<file path="config.mk">
export PLATFORM = sky130hd
export DESIGN_NAME = xip_dbram_rd_streamer_flat
export DESIGN_NICKNAME = d
export VERILOG_FILES = /design/src/rtl/xip_dbram_rd_streamer_pkg.sv /design/src/rtl/xip_dbram_rd_streamer_if.sv /design/src/rtl/xip_dbram_rd_streamer_skid_fifo.sv /design/src/rtl/xip_dbram_rd_streamer.sv /design/src/flat_wrapper.sv
export SDC_FILE = /design/constraint.sdc
export NUM_CORES = 1
export LEC_CHECK = 0
export CORE_MARGIN = 3
export CORE_UTILIZATION = 50
export DETAILED_ROUTE_END_ITERATION = 10
export PLACE_DENSITY = 0.77
export SYNTH_ARGS = -nofsm -noshare
export SYNTH_HDL_FRONTEND = slang
export SYNTH_SLANG_ARGS = --single-unit
</file>
<file path="constraint.sdc">
create_clock -name clka -period 5.7 [get_ports clka]
set_clock_uncertainty 0.2 [all_clocks]
set_input_delay 0.855 -clock clka [delete_from_list [all_inputs] [get_ports clka]]
set_output_delay 0.855 -clock clka [all_outputs]
set_load 0.02 [all_outputs]
</file>
<file path="src/rtl/xip_dbram_rd_streamer_pkg.sv">
`default_nettype none
// ============================================================================
//  Module      : xip_dbram_pkg
//  Description : Shared types and helpers for the BRAM read streamer:
//                address-width helper, legal read latencies, FSM states.
//  Revision    : 1.0 - initial release
// ============================================================================
package xip_dbram_pkg;

  // Legal RAM read latencies (LOW_LATENCY / HIGH_PERFORMANCE RAM builds)
  localparam int LAT_LOW  = 1;
  localparam int LAT_HIGH = 2;

  // Streamer control states
  typedef enum logic [1:0] {
    IDLE  = 2'd0,
    RUN   = 2'd1,
    DRAIN = 2'd2,
    DONE  = 2'd3
  } state_e;

  // Number of bits needed to represent 'value' (clogb2(511) = 9)
  function automatic int clogb2(input int value);
    int v;
    int r;
    v = value;
    r = 0;
    while (v > 0) begin
      r++;
      v = v >> 1;
    end
    return r;
  endfunction

endpackage
`default_nettype wire

</file>
<file path="src/rtl/xip_dbram_rd_streamer_if.sv">
`default_nettype none
// ============================================================================
//  Module      : xip_dbram_rd_streamer_if
//  Description : Command, RAM read-port and output-stream bundle of the
//                BRAM read streamer. The stride signal only exists when
//                XIP_DBRAM_RD_STRIDE_EN is defined.
//  Revision    : 1.0 - initial release
// ============================================================================
interface xip_dbram_rd_streamer_if
  import xip_dbram_pkg::*;
#(
  parameter int ADDR_W    = 9,
  parameter int LEN_W     = 10,
  parameter int RAM_WIDTH = 32
);
  // Command side
  logic                 start;
  logic [ADDR_W-1:0]    base_addr;
  logic [LEN_W-1:0]     len;
`ifdef XIP_DBRAM_RD_STRIDE_EN
  logic [ADDR_W-1:0]    stride;
`endif
  logic                 busy;
  logic                 done;
  // RAM read port
  logic [ADDR_W-1:0]    ram_addrb;
  logic                 ram_enb;
  logic [RAM_WIDTH-1:0] ram_doutb;
  // Output stream
  logic [RAM_WIDTH-1:0] m_data;
  logic                 m_valid;
  logic                 m_ready;
  logic                 m_last;

  // Streamer view
  modport master (
`ifdef XIP_DBRAM_RD_STRIDE_EN
    input  stride,
`endif
    input  start, base_addr, len, ram_doutb, m_ready,
    output busy, done, ram_addrb, ram_enb, m_data, m_valid, m_last
  );

  // Environment view (commander, RAM and consumer)
  modport slave (
`ifdef XIP_DBRAM_RD_STRIDE_EN
    output stride,
`endif
    output start, base_addr, len, ram_doutb, m_ready,
    input  busy, done, ram_addrb, ram_enb, m_data, m_valid, m_last
  );

endinterface
`default_nettype wire

</file>
<file path="src/rtl/xip_dbram_rd_streamer_skid_fifo.sv">
`default_nettype none
// ============================================================================
//  Module      : xip_skid_fifo
//  Description : Small synchronous FIFO absorbing RAM read data while the
//                stream is stalled. Push and pop may coincide when full.
//                DEPTH must be a power of 2.
//  Revision    : 1.0 - initial release
// ============================================================================
module xip_skid_fifo #(
  parameter int WIDTH = 33,
  parameter int DEPTH = 4
) (
  input  logic                     clk,
  input  logic                     rst,
  input  logic                     push_i,
  input  logic [WIDTH-1:0]         data_i,
  input  logic                     pop_i,
  output logic [WIDTH-1:0]         data_o,
  output logic                     full_o,
  output logic                     empty_o,
  output logic [$clog2(DEPTH):0]   count_o
);
  localparam int AW = $clog2(DEPTH);
  localparam int CW = AW + 1;

  logic [WIDTH-1:0] mem_q [DEPTH];
  logic [AW-1:0]    wr_ptr_q;
  logic [AW-1:0]    rd_ptr_q;
  logic [CW-1:0]    count_q;
  logic             w_push;
  logic             w_pop;

  assign empty_o = (count_q == '0);
  assign full_o  = (count_q == CW'(DEPTH));
  assign count_o = count_q;
  assign data_o  = mem_q[rd_ptr_q];
  assign w_pop   = pop_i && !empty_o;
  assign w_push  = push_i && (!full_o || w_pop);

  // Storage write; contents are don't-care until the pointers say otherwise
  always_ff @(posedge clk) begin
    if (w_push) mem_q[wr_ptr_q] <= data_i;
  end

  // Pointer and occupancy bookkeeping
  always_ff @(posedge clk) begin
    if (rst) begin
      wr_ptr_q <= '0;
      rd_ptr_q <= '0;
      count_q  <= '0;
    end else begin
      if (w_push) wr_ptr_q <= wr_ptr_q + AW'(1);
      if (w_pop)  rd_ptr_q <= rd_ptr_q + AW'(1);
      count_q <= count_q + CW'(w_push) - CW'(w_pop);
    end
  end

  // A push into a full FIFO without a simultaneous pop loses data
  always_ff @(posedge clk) begin
    if (!rst) assert (!(push_i && full_o && !w_pop));
  end

endmodule
`default_nettype wire

</file>
<file path="src/rtl/xip_dbram_rd_streamer.sv">
`default_nettype none
// ============================================================================
//  Module      : xip_dbram_rd_streamer
//  Description : Burst read master for the simple-dual-port BRAM. Issues
//                credit-limited reads, tracks the fixed RAM latency and
//                streams words out through a skid FIFO.
//                Optional macro XIP_DBRAM_RD_STRIDE_EN adds a per-burst
//                address stride (otherwise the stride is 1).
//  Revision    : 1.0 - initial release
// ============================================================================
module xip_dbram_rd_streamer
  import xip_dbram_pkg::*;
#(
  parameter int RAM_WIDTH  = 32,
  parameter int RAM_DEPTH  = 512,
  parameter int RD_LATENCY = 1,
  parameter int SKID_DEPTH = 4,
  parameter int LEN_W      = 10
) (
  input logic                     clka,
  input logic                     rstb,
  xip_dbram_rd_streamer_if.master bus
);
  localparam int ADDR_W = clogb2(RAM_DEPTH - 1);
  localparam int FCW    = $clog2(SKID_DEPTH) + 1;
  localparam int CNT_W  = $clog2(SKID_DEPTH) + 2;

  generate
    if (RD_LATENCY != LAT_LOW && RD_LATENCY != LAT_HIGH) begin : g_bad_latency
      $error("RD_LATENCY must be 1 or 2");
    end
    if (SKID_DEPTH < RD_LATENCY + 1 || (SKID_DEPTH & (SKID_DEPTH - 1)) != 0) begin : g_bad_skid
      $error("SKID_DEPTH must be a power of 2 and at least RD_LATENCY+1");
    end
  endgenerate

  state_e                  state_q;
  logic                    busy_q;
  logic                    done_q;
  logic [ADDR_W-1:0]       addr_q;
  logic [LEN_W-1:0]        len_q;
  logic [LEN_W-1:0]        issued_q;
  logic [LEN_W-1:0]        popped_q;
  logic [RD_LATENCY-1:0]   vld_q;
  logic [RD_LATENCY-1:0]   last_q;
  logic [ADDR_W-1:0]       w_step;
`ifdef XIP_DBRAM_RD_STRIDE_EN
  logic [ADDR_W-1:0]       stride_q;
  assign w_step = stride_q;
`else
  assign w_step = ADDR_W'(1);
`endif

  logic                    w_enb;
  logic                    w_is_last;
  logic                    w_pop;
  logic [CNT_W-1:0]        w_inflight;
  logic [RAM_WIDTH:0]      w_head;
  logic                    w_empty;
  logic                    w_full;
  logic [FCW-1:0]          w_count;

  // Reads still travelling through the RAM latency pipe
  always_comb begin
    w_inflight = '0;
    for (int i = 0; i < RD_LATENCY; i++) w_inflight = w_inflight + CNT_W'(vld_q[i]);
  end

  // A read is only issued when a FIFO slot is guaranteed for its data
  assign w_enb     = (state_q == RUN) && (issued_q < len_q) &&
                     ((w_inflight + CNT_W'(w_count)) < CNT_W'(SKID_DEPTH));
  assign w_is_last = (issued_q == len_q - LEN_W'(1));
  assign w_pop     = !w_empty && bus.m_ready;

  assign bus.ram_enb   = w_enb;
  assign bus.ram_addrb = addr_q;
  assign bus.busy      = busy_q;
  assign bus.done      = done_q;
  assign bus.m_valid   = !w_empty;
  assign bus.m_data    = w_empty ? '0 : w_head[RAM_WIDTH-1:0];
  assign bus.m_last    = !w_empty && w_head[RAM_WIDTH];

  // Command FSM with address/issue/pop counters and registered busy/done
  always_ff @(posedge clka) begin
    if (rstb) begin
      state_q  <= IDLE;
      busy_q   <= 1'b0;
      done_q   <= 1'b0;
      addr_q   <= '0;
      len_q    <= '0;
      issued_q <= '0;
      popped_q <= '0;
`ifdef XIP_DBRAM_RD_STRIDE_EN
      stride_q <= '0;
`endif
    end else begin
      done_q <= 1'b0;
      if (w_pop) popped_q <= popped_q + LEN_W'(1);
      case (state_q)
        IDLE: begin
          if (bus.start) begin
            addr_q   <= bus.base_addr;
            len_q    <= bus.len;
            issued_q <= '0;
            popped_q <= '0;
`ifdef XIP_DBRAM_RD_STRIDE_EN
            stride_q <= bus.stride;
`endif
            if (bus.len == '0) begin
              state_q <= DONE;
              done_q  <= 1'b1;
            end else begin
              state_q <= RUN;
              busy_q  <= 1'b1;
            end
          end
        end
        RUN: begin
          if (w_enb) begin
            addr_q   <= addr_q + w_step;
            issued_q <= issued_q + LEN_W'(1);
            if (w_is_last) state_q <= DRAIN;
          end
        end
        DRAIN: begin
          // Finish in the cycle the final word leaves, so done follows it
          if ((popped_q + LEN_W'(w_pop)) == len_q) begin
            state_q <= DONE;
            busy_q  <= 1'b0;
            done_q  <= 1'b1;
          end
        end
        DONE: state_q <= IDLE;
        default: state_q <= IDLE;
      endcase
    end
  end

  // RAM latency pipe: valid and last-tag travel with each issued read
  always_ff @(posedge clka) begin
    if (rstb) begin
      vld_q  <= '0;
      last_q <= '0;
    end else begin
      vld_q[0]  <= w_enb;
      last_q[0] <= w_enb && w_is_last;
      for (int i = 1; i < RD_LATENCY; i++) begin
        vld_q[i]  <= vld_q[i-1];
        last_q[i] <= last_q[i-1];
      end
    end
  end

  // Illegal command length and data loss checks
  always_ff @(posedge clka) begin
    if (!rstb) begin
      if (state_q == IDLE && bus.start) assert (bus.len <= LEN_W'(RAM_DEPTH));
      assert (!(vld_q[RD_LATENCY-1] && w_full && !w_pop));
    end
  end

  xip_skid_fifo #(
    .WIDTH (RAM_WIDTH + 1),
    .DEPTH (SKID_DEPTH)
  ) u_skid (
    .clk     (clka),
    .rst     (rstb),
    .push_i  (vld_q[RD_LATENCY-1]),
    .data_i  ({last_q[RD_LATENCY-1], bus.ram_doutb}),
    .pop_i   (w_pop),
    .data_o  (w_head),
    .full_o  (w_full),
    .empty_o (w_empty),
    .count_o (w_count)
  );

endmodule
`default_nettype wire

</file>
<file path="src/flat_wrapper.sv">
// flat-port wrapper written by rule: the top's interface ports become plain ports
module xip_dbram_rd_streamer_flat import xip_dbram_pkg::*;
#(
  parameter int RAM_WIDTH  = 32,
  parameter int RAM_DEPTH  = 512,
  parameter int RD_LATENCY = 1,
  parameter int SKID_DEPTH = 4,
  parameter int LEN_W      = 10
)
  (clka, rstb, bus_start, bus_base_addr, bus_len, bus_ram_doutb, bus_m_ready, bus_busy, bus_done, bus_ram_addrb, bus_ram_enb, bus_m_data, bus_m_valid, bus_m_last);
  xip_dbram_rd_streamer_if #(.LEN_W(LEN_W), .RAM_WIDTH(RAM_WIDTH)) bus_i ();
  input logic clka;
  input logic rstb;
  input wire logic [$bits(bus_i.start)-1:0] bus_start;
  input wire logic [$bits(bus_i.base_addr)-1:0] bus_base_addr;
  input wire logic [$bits(bus_i.len)-1:0] bus_len;
  input wire logic [$bits(bus_i.ram_doutb)-1:0] bus_ram_doutb;
  input wire logic [$bits(bus_i.m_ready)-1:0] bus_m_ready;
  output wire logic [$bits(bus_i.busy)-1:0] bus_busy;
  output wire logic [$bits(bus_i.done)-1:0] bus_done;
  output wire logic [$bits(bus_i.ram_addrb)-1:0] bus_ram_addrb;
  output wire logic [$bits(bus_i.ram_enb)-1:0] bus_ram_enb;
  output wire logic [$bits(bus_i.m_data)-1:0] bus_m_data;
  output wire logic [$bits(bus_i.m_valid)-1:0] bus_m_valid;
  output wire logic [$bits(bus_i.m_last)-1:0] bus_m_last;
  assign bus_i.start = bus_start;
  assign bus_i.base_addr = bus_base_addr;
  assign bus_i.len = bus_len;
  assign bus_i.ram_doutb = bus_ram_doutb;
  assign bus_i.m_ready = bus_m_ready;
  assign bus_busy = bus_i.busy;
  assign bus_done = bus_i.done;
  assign bus_ram_addrb = bus_i.ram_addrb;
  assign bus_ram_enb = bus_i.ram_enb;
  assign bus_m_data = bus_i.m_data;
  assign bus_m_valid = bus_i.m_valid;
  assign bus_m_last = bus_i.m_last;
  xip_dbram_rd_streamer #(.RAM_WIDTH(RAM_WIDTH), .RAM_DEPTH(RAM_DEPTH), .RD_LATENCY(RD_LATENCY), .SKID_DEPTH(SKID_DEPTH), .LEN_W(LEN_W)) u_core (.clka(clka), .rstb(rstb), .bus(bus_i));
endmodule
</file>
Word level (Yosys, flattened, before mapping)
Memories as Yosys holds them, arrays and structs flattened. A register that Yosys moved wholly into a read port is not among the register bits.
Index checks and enable logic that the tools add are counted.
{"block": "totals", "regBits": 52, "word_cells": 83, "romBits": 0, "out_inout_bits": 46, "mem_bits_rw": 132, "memories": 1, "latch_bits": 0, "inputBits": 55}
{"name": "u_core.u_skid.mem_q", "depth": 4, "word_bits": 33, "read_ports": 1, "rd_ports_with_merged_regs": 1, "wr": 1, "line_no": "xip_dbram_rd_streamer_skid_fifo.sv:26", "source": "logic [WIDTH-1:0] mem_q [DEPTH];"}
{"block": "op_classes", "n_mul": 0, "n_div": 0, "shifts": 0, "eq_ne": 11, "bitwise_logic": 0, "magnitude_cmp": 2, "addsub": 10, "reduce_logical": 19, "mux": 28}
{"operator": "$mux 10", "count": 5}
{"operator": "$mux 32", "count": 1}
{"operator": "$add 10x1->10 const B", "count": 2}
{"operator": "$eq 10x10->1", "count": 2}
{"operator": "$pmux 10 s2", "count": 1}
{"operator": "$mux 9", "count": 2}
{"operator": "$pmux 9 s2", "count": 1}
{"operator": "$mux 2", "count": 7}
{"operator": "$add 10x1->10", "count": 1}
{"operator": "$logic_not 10->1", "count": 1}
{"operator": "$lt 10x10->1", "count": 1}
{"operator": "$sub 10x1->10 const B", "count": 1}
{"operator": "$add 9x1->9 const B", "count": 1}
{"operator": "$mux 1", "count": 8}
{"operator": "$pmux 2 s4", "count": 1}
{"operator": "$reduce_and 4->1", "count": 2}
{"operator": "$logic_and 1x1->1", "count": 7}
{"operator": "$ne 2x1->1 const B", "count": 3}
{"operator": "$add 1x3->4", "count": 1}
{"operator": "$add 2x1->2 const B", "count": 2}
{"operator": "$eq 2x2->1 const B", "count": 2}
{"operator": "$lt 4x3->1 const B", "count": 1}
{"operator": "$ne 2x2->1 const B", "count": 2}
{"operator": "$pmux 1 s2", "count": 2}
{"operator": "other kinds (11)", "count": 13}

Longest topological paths before layout
Gate-level depths: netlist (run 1).
{"block": "depth", "depth_word": 8, "mapped_depth": 12, "ltp_nobuf": 11}

By module
From an unflattened synthesis (run 1), not the netlist that was laid out.
{"block": "unflattened", "hier_cells": 646, "area_unflattened_um2": 8623.3}
{"module": "xip_skid_fifo", "instances": 1, "cells_per_inst": 220, "area_per_inst_um2": 5376.4, "seq_area_each_um2": 4144.0}
{"module": "xip_dbram_rd_streamer", "instances": 1, "cells_per_inst": 426, "area_per_inst_um2": 3246.9, "seq_area_each_um2": 900.9}

Least setup slack after synthesis (run 1)
Ideal clock, no wire load.
{"block": "synth_timing", "path_kind": "input-to-reg", "startpoint": "input bus_m_ready", "endpoint": "register u_core.state_q[0]", "n_path_buf": 0, "arrival_ns": 2.684, "path_stages": 10, "setup_slack_ns": 2.730, "cell_sequence": "nand2_1 > inv_2 > ha_1 > nand4_1 > or4_4 > nand3_2 > a21oi_2 > o31ai_4 > nand3_2 > a221oi_2"}
{"block": "synth_between", "elab_chain_len": 5}
{"element": "start, declared", "line_no": "flat_wrapper.sv:18", "source": "input wire logic [$bits(bus_i.m_ready)-1:0] bus_m_ready;"}
{"element": "$logic_and 1x1->1", "line_no": "xip_dbram_rd_streamer.sv:73", "source": "assign w_pop = !w_empty && bus.m_ready;"}
{"element": "$add 10x1->10", "line_no": "xip_dbram_rd_streamer.sv:127", "source": "if ((popped_q + LEN_W'(w_pop)) == len_q) begin"}
{"element": "$eq 10x10->1", "line_no": "xip_dbram_rd_streamer.sv:127"}
{"element": "$ne 2x1->1 (no source line)"}
{"element": "$reduce_and 4->1 (no source line)"}
{"element": "end signal, assigned", "line_no": "xip_dbram_rd_streamer.sv:128", "source": "state_q <= DONE;"}
{"element": "end signal, assigned", "line_no": "xip_dbram_rd_streamer.sv:133", "source": "DONE: state_q <= IDLE;"}
{"element": "end signal, assigned", "line_no": "xip_dbram_rd_streamer.sv:134", "source": "default: state_q <= IDLE;"}
{"element": "end, declared", "line_no": "xip_dbram_rd_streamer.sv:37", "source": "state_e state_q;"}
No other way between the ends.
A chain may end at the register's enable or synchronous reset.

==> results by group, run 1 <==
Outcome
  – Status: completed

Timing
  – Tcrit/Tclk final: between 70 and 80%
  – Slew margin rel.: between 30% and 40%
  – Fin crit period: 3.99 ns
  – Setup_tns: 0 ns
  – RSZ-0062 raised after global routing: no
  – FMAX: roughly 250 MHz
  – Pins Over Slew Limit: 0
  – Slew @ Worst Pin: between 0.9 and 1 ns
  – Setup WS post-layout: approximately 1.7 ns
  – Final Setup Violations: 0
  – Final hold viol count: 0

Drt
  – Routed vias: 5476
  – Starting DRC count in detailed routing: 374
  – Residual DRC: 0
  – Drt total wl: ~17000 um
  – Via density: 5.69
  – Drt wl/cell: between 15 and 20 um
  – DRT antenna net count: 0
  – DR pass1 iterations: 5

Synth
  – Synth cell types: 66
  – Post-synthesis simple-gate area fraction: approximately an eighth
  – Cell area after synthesis: roughly 8500 sq um
  – Syn. warnings: 0
  – Synth Area per Inst: 13.2 sq um
  – Synth Area in XOR/XNOR: 3.71%
  – Post-synth EDFFs: 132
  – Ys flop type: edfxtp_1
  – Post-synthesis compound-gate area fraction: between 7 and 8%
  – Synth Register Bits: between 150 and 200
  – Async S/R FF share, synth: 0%
  – Seq/Total Area, Yosys: between 50% and 60%
  – Mux cell area share after synthesis: roughly 9.0%
  – Mapped Cells: about 640
  – Post-Synth Adder-Cell Area: slightly below 4%
  – Largest family of logic cells by synthesized area: simple AND/OR/NAND/NOR gates
  – Net count after synthesis: 724

Placement
  – DP HPWL: 11600 um
  – Placed instance area: 9630 sq um
  – Dpl ws: 1.92 ns
  – Port bufs: 100
  – Placer Congestion: 0.902

Clock network
  – Clk Latency, worst-skew pair: about 0.43 ns
  – Clock Tree Root: clkbuf_16
  – Clk buf depth: 2
  – TritonCTS clock tree: yes
  – CTS Hold Bufs: 0
  – Clock transition at path regs: 0.06 ns
  – Setup Fix Bufs, Post-CTS: 0
  – CTS HTree Levels: 4
  – Clk sink count: 186
  – Post-cts sizing count: 0
  – TritonCTS Buffers: 17

Power
  – Clk pwr share: around a quarter
  – Int Pwr: between 3 and 4 mW
  – Combinational Power Share: between 30% and 40%
  – Sw Ratio: around 33%
  – Peak supply drop: 0.280 mV
  – Sequential share of power: between 30 and 40%
  – Final Power: 4.56 mW
  – PwrDens: ~440 nW/um^2
  – Net Switching: ~1.5 mW
  – Leakage: roughly 3.5 nW

Setup path
  – FF-to-FF path depth: 12
  – Cell Chain, Critical Path: buf_4, mux4_2, and2_1, clkdlybuf4s50_1
  – Worst R2R Setup Slack: roughly 2.3 ns
  – CP endpoint kind: primary output
  – Worst Setup Start Kind: register
  – CP arrival: 2.94 ns
  – Crit Path Category: register to primary output
  – Crit-path max FO: 25
  – Crit path largest cell delay: approximately 0.9 ns
  – Worst reg2reg path startpoint: u_core.u_skid.count_o[1]
  – RR Endpoint: u_core.state_q[0]
  – WP data required: 4.64 ns
  – Critical path's slowest cell: dfxtp_2

Finish
  – Most common cell after layout, fill and taps aside: edfxtp_1
  – Area Growth Syn to Fin: 20.6%
  – Filler Cell Count: 1245
  – Commonest cells after routing, fill and taps aside: edfxtp_1, clkdlybuf4s50_1, dfxtp_1
  – N_diodes: 0
  – Nets: roughly 800
  – Layout cell share with drive strength beyond 1: approximately an eighth
  – Final non-filler cell area: a little over 10000 sq um

Die
  – Die Span Y: about 140 um
  – Die ar.: around 19000 sq um
  – Initial core utilization: between 50% and 60%
  – FP Rows: between 40 and 50
  – Core Box Area: about 17000 sq um
  – Ports: 101
  – Die outline width: about 140 um

Global routing
  – Vias in the first global route: between 5000 and 6000
  – GRT Util Overall: between 10% and 20%
  – First-pass GRT wire length: roughly 28000 um
  – Initial antenna violation count: 0
  – Total grt overflow: 0
  – Largest net degree at the start of global routing: 36

Hold path
  – Hold worst-path end: u_core.u_skid.mem_q[1][32]
  – Hold depth: 0
  – Hold Crit Start: u_core.last_q
  – HP Class: register to register

Job
  – Max_cap viols: 0
==> synth_stat cells (5+ instances only) <==
cell / number / area (sq um)
o21ai_0: 15 / 75.1
and2_1: 43 / 269
o211ai_1: 5 / 37.5
a31oi_1: 6 / 37.5
mux4_2: 33 / 743
nor3_1: 9 / 45.0
o31ai_1: 5 / 37.5
nor2_1: 40 / 150
dfxtp_1: 54 / 1080
xor2_1: 20 / 175
xnor2_1: 16 / 140
buf_2: 9 / 45.0
clkbuf_1: 18 / 67.6
and3_1: 5 / 31.3
ha_1: 25 / 313
a21oi_1: 28 / 140
edfxtp_1: 132 / 3960
nand2_1: 51 / 191
nand3_1: 11 / 55.1
nand4_1: 9 / 56.3
inv_1: 20 / 75.1
or3_1: 7 / 43.8
==> worst max-delay path by stage <==
stage / cells after the start / to / startpoint
floorplan: 10 / u_core.state_q[0] / bus_m_ready
global placement: 11 / u_core.state_q[0] / bus_m_ready
detailed placement: 11 / u_core.state_q[0] / bus_m_ready
CTS: 4 / bus_m_data[25] / register
global route: 4 / bus_m_data[25] / register
finish: 4 / bus_m_data[25] / register
==> layout make-up <==
cell class | count | area, sq um | area share (%)
well taps | 220 | 275 | 2.69
multi-input cells | 399 | 3200 | 31.2
clock inverters | 14 | 190 | 1.86
repair buffers | 104 | 1030 | 10.1
inverters | 22 | 82.6 | 0.806
flip-flops and latches | 186 | 5050 | 49.2
clock buffers | 18 | 429 | 4.19
==> logic make-up after synthesis <==
logic type | Yosys count
AOI/OAI and AO/OA | 96
xor gates and xnor gates | 36
adders and majority gates | 26
buffers and inverters | 58
DFF | 186
muxes | 35
and+or+nand+nor | 206
==> state kept, by name (all words and copies together), names as in the netlist, named ones only <==
signal                  flops
u_core.len_q               10
u_core.vld_q                1
u_core.state_q              2
u_core.bus.busy             1
u_core.u_skid.rd_ptr_q      2
u_core.u_skid.count_o       3
u_core.bus.ram_addrb        9
u_core.u_skid.mem_q       132
u_core.last_q               1
u_core.popped_q            10
u_core.bus.done             1
u_core.u_skid.wr_ptr_q      2
u_core.issued_q            10
==> stage by stage <==
stage               hold slack [ns]  std cells  util (%)
CTS                           0.284        963      61.6
floorplan                     0.238        643         -
global placement              0.259        931      57.9
detailed placement            0.274        931      57.9
finish                        0.286        963      61.6
global route                  0.316        963      61.6
==> critical path, delay by kind of cell (launching register included) <==
kind	cells	cell delay, ns
flip-flops	1	0.90
multiplexers	1	0.53
AND/OR/NAND/NOR	1	0.17
buffers and inverters	2	0.91
==> power by group through the flow <==
stage          logic (mW)  clock network (mW)  registers (mW)
2_1_floorplan        1.10                   0            1.68
3_3_place_gp         1.60                   0            1.73
3_5_place_dp         1.65                   0            1.74
4_1_cts              1.66                1.23            1.71
5_1_grt              1.79                1.28            1.73
6_report             1.65                1.21            1.71
==> layer usage <==
layer	GRT usage (%)	wire, um
met5	0	0
met4	7.67	391
met3	4.03	808
met2	32.9	8970
met1	24.2	7310
Note: power is estimated with default switching activity, not from simulation.
==> inputs of run 2 (changes only) <==
clock period = 3.9 ns   (was 5.7 ns; I/O delays follow)
==> results by group, run 2 (same netlist as run 1, synthesis figures left out) <==
Job
  – Max_cap viols: 0

Global routing
  – Met3 usage: just under 5%
  – Total grt overflow: 0
  – GRT Util Overall: 18.9%
  – Busiest layer in global routing: met2
  – Vias in the first global route: approximately 5400
  – GR Layer Usage met1: ~25%
  – First-pass GRT wire length: about 27000 um
  – Largest net degree at the start of global routing: 35
  – Met2 Track Usage GR: roughly 30%
  – Initial antenna violation count: 0

Finish
  – Filler Cell Count: around 1200
  – Commonest cells after routing, fill and taps aside: edfxtp_1, clkdlybuf4s50_1, dfxtp_1
  – Max FFs per register: ~130
  – Most common cell after layout, fill and taps aside: edfxtp_1
  – N_diodes: 0
  – Nets: approximately 820
  – Util after Layout: between 60% and 70%
  – Biggest register: u_core.u_skid.mem_q
  – Area Growth Syn to Fin: 21.3%
  – Final non-filler cell area: around 10000 sq um
  – Layout cell share with drive strength beyond 1: 13.4%

Clock network
  – TritonCTS Buffers: 17
  – Post-cts sizing count: 0
  – Clk Latency, worst-skew pair: 0.43 ns
  – CTS Hold Bufs: 0
  – Clk sink count: between 150 and 200
  – TritonCTS clock tree: yes
  – CTS HTree Levels: 4
  – Clock transition at path regs: 0.07 ns
  – Setup Fix Bufs, Post-CTS: 0
  – Clk buf depth: 2
  – Clock Tree Root: clkbuf_16

Die
  – Die Span Y: 136 um
  – Initial core utilization: approximately half
  – Ports: ~100
  – Die outline width: 136 um
  – Core Box Area: between 15000 and 20000 sq um
  – Die ar.: about 19000 sq um
  – FP Rows: 47

Timing
  – Slew @ Worst Pin: 0.791 ns
  – Fin crit period: approximately 3.6 ns
  – Pins Over Slew Limit: 0
  – Setup_tns: 0 ns
  – RSZ-0062 raised after global routing: no
  – Final Setup Violations: 0
  – FMAX: 278 MHz
  – Final hold viol count: 0
  – Tcrit/Tclk final: roughly 90%
  – Slew margin rel.: a little under half

Placement
  – Placed instance area: a little under 10000 sq um
  – Port bufs: 100
  – Placer Congestion: between 0.9 and 1
  – DP HPWL: 11800 um

Hold path
  – HP Class: register to register
  – Hold depth: 0

Drt
  – DRT antenna net count: 0
  – Residual DRC: 0
  – DR pass1 iterations: 5
  – Via density: approximately 5.7
  – Drt total wl: between 15000 and 20000 um
  – Starting DRC count in detailed routing: 301
  – Drt wl/cell: 17.5 um
  – Routed vias: around 5500

Setup path
  – Crit-path max FO: 9
  – Worst Setup Start Kind: register
  – WP data required: around 3.1 ns
  – CP endpoint kind: primary output
  – Buffer and inverter count on the worst path: 2
  – Cell Chain, Critical Path: inv_1, ha_1, a211o_1, a21oi_1, a31oi_1, nor2_2, clkdlybuf4s50_1
  – Critical path's slowest cell: clkdlybuf4s50_1
  – Levels on crit path: 7
  – Crit Path Category: register to primary output
  – Crit path largest cell delay: ~0.67 ns
  – FF-to-FF path depth: 11
  – CP arrival: 2.81 ns
  – Delay-heaviest family, CP: buffers and inverters

Power
  – Leakage: approximately 3.5 nW
  – PwrDens: between 600 and 700 nW/um^2
  – Peak supply drop: between 0.3 and 0.4 mV

Outcome
  – Status: completed
## run 2: cell types whose count changed in the layout (fill, tap and decap cells not counted)
| cell | before | now |
|---|---|---|
| clkinv_1 | 1 | 0 |
| clkinv_4 | 4 | 2 |
| buf_4 | 4 | 13 |
| clkbuf_1 | 1 | 0 |
| bufinv_16 | 3 | 1 |
| inv_6 | 3 | 6 |
| buf_12 | 0 | 1 |
| inv_8 | 1 | 4 |
## run 2: path summary, 6_finish.rpt
| check | slack, ns | startpoint | endpoint |
|---|---|---|---|
| setup / recovery | 0.30 | u_core.len_q[6] | bus_ram_enb |
| hold / removal | 0.27 | u_core.last_q | u_core.u_skid.mem_q[3][32] |
| setup reg to reg | 0.86 | u_core.u_skid.count_o[1] | u_core.state_q[0] |
| hold reg to reg | 0.27 | u_core.last_q | u_core.u_skid.mem_q[3][32] |
## run 2: layout make-up
class,instances,area [sq um],share of cell area (%)
sequential,186,5050,48.9
multi-input combinational,399,3200,31.0
timing repair buffer,114,1120,10.8
tap,220,275,2.67
clock inverter,15,169,1.64
inverter,22,82.6,0.801
clock buffer,17,425,4.12
## run 2: worst reg2reg max path: cells and delay by family (launching register included)
| kind | cells | cell delay (ns) |
|---|---|---|
| and+or+nand+nor | 6 | 1.13 |
| DFF | 1 | 0.45 |
| adders and majority gates | 1 | 0.31 |
| AOI/OAI and AO/OA | 3 | 0.69 |
| buffers and inverters | 1 | 0.17 |
## run 2: power breakdown
group / internal [mW] / switching, mW / total (mW)
Clock: 0.916 / 0.775 / 1.69
Sequential: 2.28 / 0.170 / 2.45
Combinational: 1.18 / 1.31 / 2.49
## run 2: layer usage
metal  up-vias  wire [um]
met2       165       8490
li1       2591          -
met3        22       1020
met5         -          0
met4         0        309
met1      2744       7240
## run 2: per-stage QoR
step / std cells / power [mW] / setup WS [ns] / hold slack [ns]
after floorplan: 643 / 4.07 / 1.03 / 0.238
after global placement: 941 / 4.92 / 0.527 / 0.259
after detailed placement: 941 / 5.00 / 0.410 / 0.270
after CTS: 973 / 6.69 / 0.284 / 0.277
after global routing: 973 / 7.00 / 0.128 / 0.306
final: 973 / 6.63 / 0.304 / 0.273
